## config.mk

```make
export PLATFORM = sky130hd
export DESIGN_NAME = ras_commit_restore_flat
export DESIGN_NICKNAME = d
export VERILOG_FILES = /design/src/rtl/ras_commit_restore_if.sv /design/src/rtl/ras_commit_restore.sv /design/src/flat_wrapper.sv
export SDC_FILE = /design/constraint.sdc
export NUM_CORES = 1
export LEC_CHECK = 0
export BUFFER_PORTS_ARGS = -buffer_cell sky130_fd_sc_hd__buf_2
export CAP_MARGIN = 20
export CELL_PAD_IN_SITES_DETAIL_PLACEMENT = 0
export CELL_PAD_IN_SITES_GLOBAL_PLACEMENT = 2
export CORE_MARGIN = 2
export CORE_UTILIZATION = 51
export CTS_CLUSTER_SIZE = 24
export DETAILED_ROUTE_END_ITERATION = 8
export GPL_ROUTABILITY_DRIVEN = 0
export PLACE_DENSITY_LB_ADDON = 0.1
export SYNTH_ARGS = -nofsm -noshare
export SYNTH_HDL_FRONTEND = slang
export SYNTH_SLANG_ARGS = --single-unit
```

## constraint.sdc

```tcl
create_clock -name Clk -period 12.5 [get_ports Clk]
set_clock_uncertainty 0.15 [all_clocks]
set_input_delay 1.25 -clock Clk [delete_from_list [all_inputs] [get_ports Clk]]
set_output_delay 1.25 -clock Clk [all_outputs]
set_load 0.02 [all_outputs]
```

## src/rtl/ras_commit_restore_if.sv

```systemverilog
// rtl/ras_commit_restore_if.sv - reload beat bundle between the commit RAS and the speculative RAS
//
// Carries one restore beat per valid/ready handshake.
//   RldValid  : beat valid (driven by the commit RAS)
//   RldReady  : speculative RAS accepts the beat
//   RldIndex  : beat number, 0 = oldest entry
//   RldDate   : entry data for this beat
//   RldCnt    : number of entries in this restore
//   RldLast   : final beat of the restore
//   RldParErr : stored parity disagrees with RldDate (RAS_RESTORE_PARITY_EN only)
// Modports: master = commit RAS (writer), slave = frontend RAS (reader).

interface ras_commit_restore_if #(
    parameter int RASPTRW = 4,
    parameter int ADDRW   = 32
);
    logic               RldValid;
    logic               RldReady;
    logic [RASPTRW-1:0] RldIndex;
    logic [ADDRW-1:0]   RldDate;
    logic [RASPTRW:0]   RldCnt;
    logic               RldLast;
`ifdef RAS_RESTORE_PARITY_EN
    logic               RldParErr;

    modport master (
        output RldValid, RldIndex, RldDate, RldCnt, RldLast, RldParErr,
        input  RldReady
    );

    modport slave (
        input  RldValid, RldIndex, RldDate, RldCnt, RldLast, RldParErr,
        output RldReady
    );
`else
    modport master (
        output RldValid, RldIndex, RldDate, RldCnt, RldLast,
        input  RldReady
    );

    modport slave (
        input  RldValid, RldIndex, RldDate, RldCnt, RldLast,
        output RldReady
    );
`endif
endinterface

```

## src/rtl/ras_commit_restore.sv

```systemverilog
// rtl/ras_commit_restore.sv - commit-side return-address stack with flush-time restore streaming
//
// Keeps the architecturally correct RAS from retired calls/returns and, on a
// flush, streams it oldest-to-newest to the speculative RAS reload port.
// Optional feature macro: RAS_RESTORE_PARITY_EN (per-entry even parity and
// RldParErr on the reload interface).
//
// Ports:
//   Clk, Rest       : clock, synchronous active-high reset
//   CmtCallAble     : retired call, push CmtCallDate
//   CmtCallDate     : return address of the retired call
//   CmtRetAble      : retired return, pop
//   FlushReq        : redirect, start (or restart) a restore
//   rld             : reload beat interface (master side)
//   RldBusy         : restore in progress, frontend stalls
//   RldDone         : one-cycle pulse after the last beat is accepted
//   CmtDepth        : committed occupancy
//   CmtUnderflow    : one-cycle pulse after a pop on an empty stack

module ras_commit_restore #(
    parameter int RASDEEP = 16,
    parameter int RASPTRW = 4,
    parameter int ADDRW   = 32
) (
    input  logic                      Clk,
    input  logic                      Rest,
    input  logic                      CmtCallAble,
    input  logic [ADDRW-1:0]          CmtCallDate,
    input  logic                      CmtRetAble,
    input  logic                      FlushReq,
    ras_commit_restore_if.master      rld,
    output logic                      RldBusy,
    output logic                      RldDone,
    output logic [RASPTRW:0]          CmtDepth,
    output logic                      CmtUnderflow
);

`ifdef RAS_RESTORE_PARITY_EN
    localparam int MEMW = ADDRW + 1;
`else
    localparam int MEMW = ADDRW;
`endif

    localparam logic [RASPTRW-1:0] PTR_ONE  = 1;
    localparam logic [RASPTRW:0]   CNT_ONE  = 1;
    localparam logic [RASPTRW:0]   CNT_TWO  = 2;
    localparam logic [RASPTRW:0]   CNT_FULL = (RASPTRW+1)'(RASDEEP);

    typedef enum logic [1:0] {
        ST_IDLE,
        ST_SNAP,
        ST_SEND,
        ST_DONE
    } state_t;

    state_t state, state_nxt;

    logic [MEMW-1:0]    mem [RASDEEP];

    logic [RASPTRW-1:0] top_ptr, top_nxt;
    logic [RASPTRW:0]   cnt, cnt_nxt;
    logic               we;
    logic [RASPTRW-1:0] waddr;
    logic [MEMW-1:0]    wdata;
    logic               underflow_nxt;
    logic               retire_en;

    logic [RASPTRW:0]   snap_cnt;
    logic [RASPTRW-1:0] base;
    logic [RASPTRW-1:0] k;
    logic [RASPTRW-1:0] snap_base;
    logic [RASPTRW-1:0] raddr;
    logic [MEMW-1:0]    rdata;
    logic               accept;

    assign CmtDepth  = cnt;
    assign retire_en = (state == ST_IDLE) || (state == ST_SNAP);
    assign accept    = rld.RldValid && rld.RldReady;

`ifdef RAS_RESTORE_PARITY_EN
    assign wdata = {^CmtCallDate, CmtCallDate};
`else
    assign wdata = CmtCallDate;
`endif

    // Retire update. A same-cycle call+return means the return retired first,
    // so the top entry is simply replaced.
    always_comb begin
        top_nxt       = top_ptr;
        cnt_nxt       = cnt;
        we            = 1'b0;
        waddr         = top_ptr + PTR_ONE;
        underflow_nxt = 1'b0;
        if (retire_en) begin
            if (CmtCallAble && CmtRetAble && (cnt != '0)) begin
                we    = 1'b1;
                waddr = top_ptr;
            end else if (CmtCallAble) begin
                we      = 1'b1;
                waddr   = top_ptr + PTR_ONE;
                top_nxt = top_ptr + PTR_ONE;
                cnt_nxt = (cnt == CNT_FULL) ? cnt : cnt + CNT_ONE;
            end else if (CmtRetAble) begin
                if (cnt != '0) begin
                    top_nxt = top_ptr - PTR_ONE;
                    cnt_nxt = cnt - CNT_ONE;
                end else begin
                    underflow_nxt = 1'b1;
                end
            end
        end
    end

    // Oldest entry of the post-update stack. With a full stack the low count
    // bits are zero, so this lands on top+1, which is the oldest slot.
    assign snap_base = top_nxt - cnt_nxt[RASPTRW-1:0] + PTR_ONE;

    // The first beat is read in SNAP, where a retire can still write this
    // cycle; forward the write so the beat sees the post-update entry.
    always_comb begin
        raddr = (state == ST_SNAP) ? snap_base : (base + k + PTR_ONE);
        rdata = mem[raddr];
        if (we && (waddr == raddr)) begin
            rdata = wdata;
        end
    end

    always_ff @(posedge Clk) begin
        if (!Rest && we) begin
            mem[waddr] <= wdata;
        end
    end

    always_ff @(posedge Clk) begin
        if (Rest) begin
            state <= ST_IDLE;
        end else begin
            state <= state_nxt;
        end
    end

    // A flush in SEND or DONE restarts the restore; a flush in SNAP is
    // already being served by the snapshot taken this cycle.
    always_comb begin
        state_nxt = state;
        case (state)
            ST_IDLE: if (FlushReq) state_nxt = ST_SNAP;
            ST_SNAP: state_nxt = ST_SEND;
            ST_SEND: begin
                if (FlushReq) begin
                    state_nxt = ST_SNAP;
                end else if (accept && rld.RldLast) begin
                    state_nxt = ST_DONE;
                end
            end
            ST_DONE: state_nxt = FlushReq ? ST_SNAP : ST_IDLE;
            default: state_nxt = ST_IDLE;
        endcase
    end

    always_ff @(posedge Clk) begin
        if (Rest) begin
            top_ptr       <= '0;
            cnt           <= '0;
            CmtUnderflow  <= 1'b0;
            RldBusy       <= 1'b0;
            RldDone       <= 1'b0;
            snap_cnt      <= '0;
            base          <= '0;
            k             <= '0;
            rld.RldValid  <= 1'b0;
            rld.RldIndex  <= '0;
            rld.RldDate   <= '0;
            rld.RldCnt    <= '0;
            rld.RldLast   <= 1'b0;
`ifdef RAS_RESTORE_PARITY_EN
            rld.RldParErr <= 1'b0;
`endif
        end else begin
            top_ptr      <= top_nxt;
            cnt          <= cnt_nxt;
            CmtUnderflow <= underflow_nxt;
            RldBusy      <= (state_nxt != ST_IDLE);
            RldDone      <= (state_nxt == ST_DONE);

            case (state)
                ST_SNAP: begin
                    snap_cnt     <= cnt_nxt;
                    base         <= snap_base;
                    k            <= '0;
                    rld.RldValid <= 1'b1;
                    rld.RldIndex <= '0;
                    rld.RldCnt   <= cnt_nxt;
                    // An empty snapshot still produces one terminating beat.
                    rld.RldLast  <= (cnt_nxt <= CNT_ONE);
                    rld.RldDate  <= (cnt_nxt == '0) ? '0 : rdata[ADDRW-1:0];
`ifdef RAS_RESTORE_PARITY_EN
                    rld.RldParErr <= (cnt_nxt != '0) &&
                                     ((^rdata[ADDRW-1:0]) != rdata[ADDRW]);
`endif
                end
                ST_SEND: begin
                    if (FlushReq) begin
                        rld.RldValid <= 1'b0;
                        rld.RldIndex <= '0;
                        k            <= '0;
                    end else if (accept) begin
                        if (rld.RldLast) begin
                            rld.RldValid <= 1'b0;
                        end else begin
                            k            <= k + PTR_ONE;
                            rld.RldIndex <= k + PTR_ONE;
                            rld.RldDate  <= rdata[ADDRW-1:0];
                            // Next beat is last when k+1 == snap_cnt-1.
                            rld.RldLast  <= (({1'b0, k} + CNT_TWO) == snap_cnt);
`ifdef RAS_RESTORE_PARITY_EN
                            rld.RldParErr <= ((^rdata[ADDRW-1:0]) != rdata[ADDRW]);
`endif
                        end
                    end
                end
                default: begin
                    rld.RldValid <= 1'b0;
                end
            endcase
        end
    end

endmodule

```

## src/flat_wrapper.sv

```systemverilog
// flat-port wrapper written by rule: the top's interface ports become plain ports
module ras_commit_restore_flat 
#(
    parameter int RASDEEP = 16,
    parameter int RASPTRW = 4,
    parameter int ADDRW   = 32
)
  (Clk, Rest, CmtCallAble, CmtCallDate, CmtRetAble, FlushReq, RldBusy, RldDone, CmtDepth, CmtUnderflow, rld_RldValid, rld_RldIndex, rld_RldDate, rld_RldCnt, rld_RldLast, rld_RldReady);
  ras_commit_restore_if #(.RASPTRW(RASPTRW), .ADDRW(ADDRW)) rld_i ();
  input  logic Clk;
  input  logic Rest;
  input  logic CmtCallAble;
  input  logic [ADDRW-1:0] CmtCallDate;
  input  logic CmtRetAble;
  input  logic FlushReq;
  output logic RldBusy;
  output logic RldDone;
  output logic [RASPTRW:0] CmtDepth;
  output logic CmtUnderflow;
  output wire logic [$bits(rld_i.RldValid)-1:0] rld_RldValid;
  output wire logic [$bits(rld_i.RldIndex)-1:0] rld_RldIndex;
  output wire logic [$bits(rld_i.RldDate)-1:0] rld_RldDate;
  output wire logic [$bits(rld_i.RldCnt)-1:0] rld_RldCnt;
  output wire logic [$bits(rld_i.RldLast)-1:0] rld_RldLast;
  input wire logic [$bits(rld_i.RldReady)-1:0] rld_RldReady;
  assign rld_RldValid = rld_i.RldValid;
  assign rld_RldIndex = rld_i.RldIndex;
  assign rld_RldDate = rld_i.RldDate;
  assign rld_RldCnt = rld_i.RldCnt;
  assign rld_RldLast = rld_i.RldLast;
  assign rld_i.RldReady = rld_RldReady;
  ras_commit_restore #(.RASDEEP(RASDEEP), .RASPTRW(RASPTRW), .ADDRW(ADDRW)) u_core (.Clk(Clk), .Rest(Rest), .CmtCallAble(CmtCallAble), .CmtCallDate(CmtCallDate), .CmtRetAble(CmtRetAble), .FlushReq(FlushReq), .rld(rld_i), .RldBusy(RldBusy), .RldDone(RldDone), .CmtDepth(CmtDepth), .CmtUnderflow(CmtUnderflow));
endmodule
```

Word level (Yosys, flattened, before mapping):

Memory sizes are Yosys's and may differ from the RTL's.
Index checks and enable logic that the tools add are counted.

* register bits after elaboration: 61
* output and inout bits: 51
* RAM bits: 512
* bits of input ports: 38
* memories kept: 1
* word-level logic and storage cells: 100

* reduce and logical (&&, ||, !) cells: 18
* $lt $le $gt $ge: 1
* muxes and demuxes: 43
* bitwise operators: 2
* add/subtract/negate cells: 10
* equal/unequal tests: 13

Memory list
* u_core.mem: words 16, bits a word 32, read ports 1, clocked after memory_dff 0, wr ports 1, line ras_commit_restore.sv:58 `logic [MEMW-1:0] mem [RASDEEP];`

Operator list (number)
* 32-bit two-way mux: 5
* 32-bit one-hot mux with 2 select lines: 1
* 4-bit two-way mux: 11
* 5-bit two-way mux: 6
* 4-bit by 1-bit adder with 4-bit output (second input constant): 4
* 1-bit two-way mux: 13
* 2-bit one-hot mux with 4 select lines: 1
* 4-bit one-hot mux with 2 select lines: 1
* 2-bit == test (second input constant): 3
* 1-bit logical AND: 6
* 2-bit two-way mux: 3
* 3-bit by 2-bit != test with 1-bit output (second input constant): 2
* 3-bit AND reduction: 2
* 4-bit by 2-bit adder with 5-bit output (second input constant): 1
* 5-bit by 1-bit adder with 5-bit output (second input constant): 1
* 5-bit == test: 1
* 5-bit == test (second input constant): 1
* 5-bit by 1-bit less-or-equal comparator with 1-bit output (second input constant): 1
* 5-bit zero test: 1
* 5-bit nonzero test: 1
* 5-bit OR reduction: 1
* 5-bit by 1-bit subtractor with 5-bit output (second input constant): 1
* 4-bit adder: 1
* 4-bit == test: 1
* 14 further kinds: 18

Depth between registers and ports, before layout:

* depth after elaboration: 16
* depth in mapped cells: 24
* depth with buffers taken out: 21

Worst setup path before layout:

OpenSTA, ideal clock, no wires.

* kind: input to register
* start: input port CmtRetAble
* end: register u_core.rld.RldDate[21]
* stages: 21
* setup time: 0.122 ns
* path buffers: 3
* slack: 7.036 ns
* data arrival time: 5.192 ns
* path through: clkbuf_1 inv_1 nor2_2 nand2_1 o21ai_0 a21oi_1 ha_1 inv_1 ha_1 fa_1 nand2_1 o21ai_1 xnor2_1 xnor2_1 or3_1 a221oi_1 and3b_1 buf_6 buf_4 a221oi_2 a221o_1

* cells in the longest elaborated chain, start to end: 14
* elaborated cells between the ends (all ways): 27

RTL lines
* start: declaration: line flat_wrapper.sv:14 `input logic CmtRetAble;`
* 4-bit two-way mux (tied with other cells): line ras_commit_restore.sv:103 `end else if (CmtRetAble) begin`
* 4-bit two-way mux (tied with other cells): line ras_commit_restore.sv:98 `end else if (CmtCallAble) begin`
* 4-bit two-way mux / 5-bit two-way mux (equally long branches): line ras_commit_restore.sv:95 `if (CmtCallAble && CmtRetAble && (cnt != '0)) begin`
* 4-bit two-way mux / 5-bit two-way mux (equally long branches): line ras_commit_restore.sv:94 `if (retire_en) begin`
* 4-bit subtractor (*): line ras_commit_restore.sv:116 `assign snap_base = top_nxt - cnt_nxt[RASPTRW-1:0] + PTR_ONE;`
* 4-bit by 1-bit adder with 4-bit output (*): line ras_commit_restore.sv:116
* named net u_core.snap_base[2]: line ras_commit_restore.sv:71 `logic [RASPTRW-1:0] snap_base;`
* 4-bit two-way mux (*): line ras_commit_restore.sv:121 `raddr = (state == ST_SNAP) ? snap_base : (base + k + PTR_ONE);`
* branches (longest 2 deep; another with memory read 16 x 32 bit)
* 32-bit two-way mux (*): line ras_commit_restore.sv:123 `if (we && (waddr == raddr)) begin`
* 32-bit two-way mux: line ras_commit_restore.sv:208 `if (rld.RldLast) begin`
* 32-bit two-way mux: line ras_commit_restore.sv:207 `end else if (accept) begin`
* 32-bit two-way mux: line ras_commit_restore.sv:203 `if (FlushReq) begin`
* 32-bit one-hot mux with 2 select lines (*): line ras_commit_restore.sv:186 `case (state)`
* end signal: assignment: line ras_commit_restore.sv:196 `rld.RldDate <= (cnt_nxt == '0) ? '0 : rdata[ADDRW-1:0];`
* end signal: assignment: line ras_commit_restore.sv:213 `rld.RldDate <= rdata[ADDRW-1:0];`
* end: declaration: line ras_commit_restore_if.sv:37 `output RldValid, RldIndex, RldDate, RldCnt, RldLast,`

Mark *: on every way through the listed nets, which the timed path passes. The select of a mux whose other input is x is not followed.
A chain may end at the register's enable or synchronous reset.

Worst setup path in the final report:

* start: register u_core.cnt[1] (netlist: u_core.CmtDepth[1])
* end: register u_core.rld.RldDate[0]

* cells in the longest elaborated chain, start to end: 16
* elaborated cells between the ends (all ways): 33

RTL lines
* start: declaration: line ras_commit_restore.sv:61 `logic [RASPTRW:0] cnt, cnt_nxt;`
* start signal: assignment: line ras_commit_restore.sv:181 `cnt <= cnt_nxt;`
* 5-bit by 1-bit subtractor with 5-bit output / 5-bit nonzero test (equally long branches): line ras_commit_restore.sv:106, ras_commit_restore.sv:95, ras_commit_restore.sv:104
* 5-bit two-way mux / 4-bit two-way mux (equally long branches): line ras_commit_restore.sv:104 `if (cnt != '0) begin`
* 5-bit two-way mux / 4-bit two-way mux (equally long branches): line ras_commit_restore.sv:103
* 5-bit two-way mux / 4-bit two-way mux (equally long branches): line ras_commit_restore.sv:98
* 5-bit two-way mux / 4-bit two-way mux (equally long branches): line ras_commit_restore.sv:95
* 5-bit two-way mux / 4-bit two-way mux (equally long branches): line ras_commit_restore.sv:94
* 4-bit subtractor (*): line ras_commit_restore.sv:116
* 4-bit by 1-bit adder with 4-bit output (*): line ras_commit_restore.sv:116
* named net u_core.snap_base[2]: line ras_commit_restore.sv:71
* 4-bit two-way mux (*): line ras_commit_restore.sv:121
* branches (longest 2 deep; another with memory read 16 x 32 bit)
* 32-bit two-way mux (*): line ras_commit_restore.sv:123
* 32-bit two-way mux: line ras_commit_restore.sv:208
* 32-bit two-way mux: line ras_commit_restore.sv:207
* 32-bit two-way mux: line ras_commit_restore.sv:203
* 32-bit one-hot mux with 2 select lines (*): line ras_commit_restore.sv:186

Marks and branches as above.

==> impl_metrics.sql <==
INSERT INTO impl_metrics (metric_group, metric, value, unit) VALUES
('power_and_ir_drop', 'powerDensity', '251', 'mW/mm^2'),
('power_and_ir_drop', 'ir_drop', '224', 'uV'),
('layout', 'antennaDiodeCount', '0', ''),
('critical_path', 'critPathMaxFanout', '34', ''),
('critical_path', 'critical_path.startpoint_type', 'flop', ''),
('layout', 'areaGrowthSynthToFinish', '13.1', '%'),
('synth', 'synth_async_sr_flop_share', '0', ''),
('clock_tree', 'cts_post_setup_buffers_inserted', '0', ''),
('global_route', 'global_route.usage.total', '0.229', ''),
('timing', 'setup_total_negative_slack', '0', 'ns'),
('clock_tree', 'clkSinkCount', '573', ''),
('critical_path', 'rr_worst_depth', '22', ''),
('clock_tree', 'worst_skew_pair.late_latency', '0.62', 'ns'),
('synth', 'yosys_warnings', '0', ''),
('power_and_ir_drop', 'share_seq_of_total_power', '0.354', ''),
('critical_path', 'cp_endpoint_kind', 'flop', ''),
('detailed_routing', 'postRouteAntennaNets', '0', ''),
('synth', 'synth.lib_cells_used.distinct', '54', ''),
('clock_tree', 'cts_made_buffers', '58', ''),
('worst_hold_path', 'min_path_type', 'flop to flop', ''),
('power_and_ir_drop', 'clkPwrFrac', '0.255', ''),
('flow_run', 'drv_cap', '0', ''),
('timing', 'grt_setup_unrepaired', 'no', ''),
('floorplan', 'chipHeight', '216', 'microns'),
('synth', 'synth_edf_count', '512', ''),
('clock_tree', 'number_of_buffers_on_the_longest_clock_path', '3', ''),
('place', 'pre_cts_ws', '5.15', 'ns'),
('critical_path', 'worst_r2r_setup_slack', '5.45', 'ns'),
('timing', 'slew_violations', '0', ''),
('critical_path', 'crit_required', '12.85', 'ns'),
('critical_path', 'launch_instance_of_the_worst_register_to_register_path', 'u_core.CmtDepth[1]$_SDFF_PP0_', ''),
('synth', 'post_synth_main_area_contributors', 'sky130_fd_sc_hd__edfxtp_1 (67%), sky130_fd_sc_hd__mux4_2 (13%), sky130_fd_sc_hd__dfxtp_1 (5.3%)', ''),
('detailed_routing', 'routedWlPerCell', '26.2', 'microns'),
('clock_tree', 'clock_tree.htree_level_count', '2', ''),
('timing', 'min_period', '7.05', 'ns'),
('timing', 'setup_violations', '0', ''),
('synth', 'synth_sequential_area_ratio', '0.723', ''),
('floorplan', 'design.die.area', '0.0467', 'sq mm'),
('layout', 'layout_commonest_cell', 'sky130_fd_sc_hd__edfxtp_1', ''),
('place', 'standard_cell_area_after_detailed_placement', '0.0241', 'sq mm'),
('power_and_ir_drop', 'power.combinational.fraction', '0.391', ''),
('power_and_ir_drop', 'p_leak', '0.00871', 'uW'),
('clock_tree', 'clockRootBuffer', 'sky130_fd_sc_hd__clkbuf_16', ''),
('critical_path', 'worstReg2RegEnd', 'u_core.rld.RldDate[0]$_SDFFE_PP0P_', ''),
('timing', 'finalCritPeriodShare', '0.564', ''),
('detailed_routing', 'detail_route.vias_per_cell', '6.04', ''),
('global_route', 'grt_pass1_vias', '12421', ''),
('synth', 'synth_seq_cells', '573', ''),
('floorplan', 'design.core.area', '0.0443', 'sq mm'),
('synth', 'syn_inst', '1262', ''),
('critical_path', 'type_of_the_worst_setup_path', 'flop to flop', ''),
('clock_tree', 'post_cts_resize_count', '0', ''),
('timing', 'maxClockFrequency', '142', 'MHz'),
('global_route', 'grt_first_pass_wirelength', '79200', 'microns'),
('layout', 'final_cell_area', '0.0260', 'sq mm'),
('detailed_routing', 'drt_iter0_markers', '1036', ''),
('layout', 'nets', '1420', ''),
('clock_tree', 'tritoncts', 'built', ''),
('synth', 'syn_area_per_cell', '18.2', 'sq um'),
('global_route', 'antenna_violations_before_repair', '1', ''),
('worst_hold_path', 'worst_hold_startpoint', 'u_core.base[2]$_SDFFE_PP0P_', ''),
('detailed_routing', 'drc', '0', ''),
('power_and_ir_drop', 'power_internal', '4300', 'uW'),
('synth', 'post_synthesis_net_count', '1321', ''),
('run_status', 'run_status', 'completed', ''),
('clock_tree', 'clk_pin_slew_worst_paths', '0.06', 'ns'),
('detailed_routing', 'routed_wirelength', '52300', 'microns'),
('timing', 'max_slew.worst_pin.slew', '1.04', 'ns'),
('detailed_routing', 'first_pass_iters', '5', ''),
('floorplan', 'row_count', '77', ''),
('global_route', 'gr-total-overflow', '0', '');
[worst max path at each step]
stage                                  startpoint                                   to  slack [ns]  cells after the start
detailed placement                     CmtRetAble  u_core.rld.RldDate[19]$_SDFFE_PP0P_        5.15                     21
global route        u_core.CmtDepth[1]$_SDFF_PP0_   u_core.rld.RldDate[0]$_SDFFE_PP0P_        4.99                     22
finish              u_core.CmtDepth[1]$_SDFF_PP0_   u_core.rld.RldDate[0]$_SDFFE_PP0P_        5.45                     22
global placement                       CmtRetAble   u_core.rld.RldDate[0]$_SDFFE_PP0P_        5.17                     21
floorplan                              CmtRetAble  u_core.rld.RldDate[21]$_SDFFE_PP0P_        7.04                     21
CTS                 u_core.CmtDepth[1]$_SDFF_PP0_  u_core.rld.RldDate[19]$_SDFFE_PP0P_        5.43                     22
[flip-flops by register name, indices dropped and copies added, names as in the netlist]
signal / cells
u_core.CmtDepth: 5
u_core.CmtUnderflow: 1
u_core.RldBusy: 1
u_core.RldDone: 1
u_core.base: 4
u_core.mem: 512
u_core.rld.RldCnt: 5
u_core.rld.RldDate: 32
u_core.rld.RldIndex: 4
u_core.rld.RldLast: 1
u_core.rld.RldValid: 1
u_core.state: 2
u_core.top_ptr: 4
[power groups by stage]
stage                     clock [uW]  sequential, uW  combinational [uW]
after floorplan                    0            2390                1880
after global placement             0            2350                2570
after detailed placement           0            2350                2580
after CTS                       1700            2310                2580
after global routing            1770            2320                2780
final                           1660            2310                2550
[routing by layer]
metal	routed length, microns	vias to the layer above	share of wire	global-route usage
li1	-	5316	-	-
met5	7	-	0.00013	0
met4	1030	2	0.020	0.0589
met1	23200	6379	0.44	0.329
met2	25300	311	0.48	0.373
met3	2860	88	0.055	0.0331
[kinds of logic after synthesis]
| kind of cell | count (synthesis) | share of synthesized area |
|---|---|---|
| adders and majority gates | 21 | 0.0121 |
| and+or+nand+nor | 220 | 0.0455 |
| DFF | 573 | 0.723 |
| buffers and inverters | 97 | 0.0209 |
| xor gates and xnor gates | 21 | 0.00861 |
| AOI/OAI and AO/OA | 194 | 0.0607 |
| muxes | 136 | 0.129 |
[synth_stat cells (10+ instances only)]
cell type / number
sky130_fd_sc_hd__edfxtp_1: 512
sky130_fd_sc_hd__mux4_2: 128
sky130_fd_sc_hd__nand2_1: 93
sky130_fd_sc_hd__a21oi_1: 89
sky130_fd_sc_hd__dfxtp_1: 61
sky130_fd_sc_hd__clkbuf_1: 54
sky130_fd_sc_hd__nor2_1: 42
sky130_fd_sc_hd__and3_1: 34
sky130_fd_sc_hd__a221o_1: 32
sky130_fd_sc_hd__a221oi_1: 23
sky130_fd_sc_hd__ha_1: 19
sky130_fd_sc_hd__inv_1: 17
sky130_fd_sc_hd__xnor2_1: 16
sky130_fd_sc_hd__o21ai_0: 14
sky130_fd_sc_hd__buf_6: 13
sky130_fd_sc_hd__nand3_1: 11
sky130_fd_sc_hd__a221oi_2: 10
[per-stage QoR]
stage / cells / hold WS, ns / utilization / power [uW]
finish: 2001 / 0.327 / 0.586 / 6520
global placement: 1892 / 0.319 / 0.544 / 4920
CTS: 2000 / 0.327 / 0.586 / 6590
global route: 2001 / 0.352 / 0.586 / 6870
floorplan: 1262 / 0.304 / - / 4270
detailed placement: 1892 / 0.316 / 0.544 / 4930
[layout make-up]
| type | count | area, sq um | share of cell area |
|---|---|---|---|
| multi-input cells | 592 | 6060 | 0.233 |
| inverters | 18 | 67.6 | 0.00260 |
| clock inverters | 39 | 329 | 0.0127 |
| flip-flops and latches | 573 | 16600 | 0.639 |
| repair buffers | 118 | 678 | 0.0261 |
| clock buffers | 69 | 1500 | 0.0579 |
| well taps | 592 | 741 | 0.0285 |
[critical path, cell delays in order (launching register included)]
cell and delay, ns:
sky130_fd_sc_hd__dfxtp_1 0.38, sky130_fd_sc_hd__inv_1 0.13, sky130_fd_sc_hd__ha_1 0.25, sky130_fd_sc_hd__or4b_1 0.56, sky130_fd_sc_hd__nand2_1 0.35, sky130_fd_sc_hd__nand2_1 0.18, sky130_fd_sc_hd__o21ai_0 0.18, sky130_fd_sc_hd__a21oi_1 0.13
sky130_fd_sc_hd__ha_1 0.30, sky130_fd_sc_hd__inv_1 0.04, sky130_fd_sc_hd__ha_1 0.19, sky130_fd_sc_hd__fa_1 0.54, sky130_fd_sc_hd__nand2_1 0.12, sky130_fd_sc_hd__o21ai_4 0.08, sky130_fd_sc_hd__buf_4 0.53, sky130_fd_sc_hd__xnor2_1 0.19
sky130_fd_sc_hd__xnor2_1 0.15, sky130_fd_sc_hd__or3_1 0.31, sky130_fd_sc_hd__a221oi_1 0.38, sky130_fd_sc_hd__and3b_2 0.75, sky130_fd_sc_hd__buf_4 0.56, sky130_fd_sc_hd__a221oi_1 0.11, sky130_fd_sc_hd__a221o_1 0.34
(Power assumes the default switching activity.)
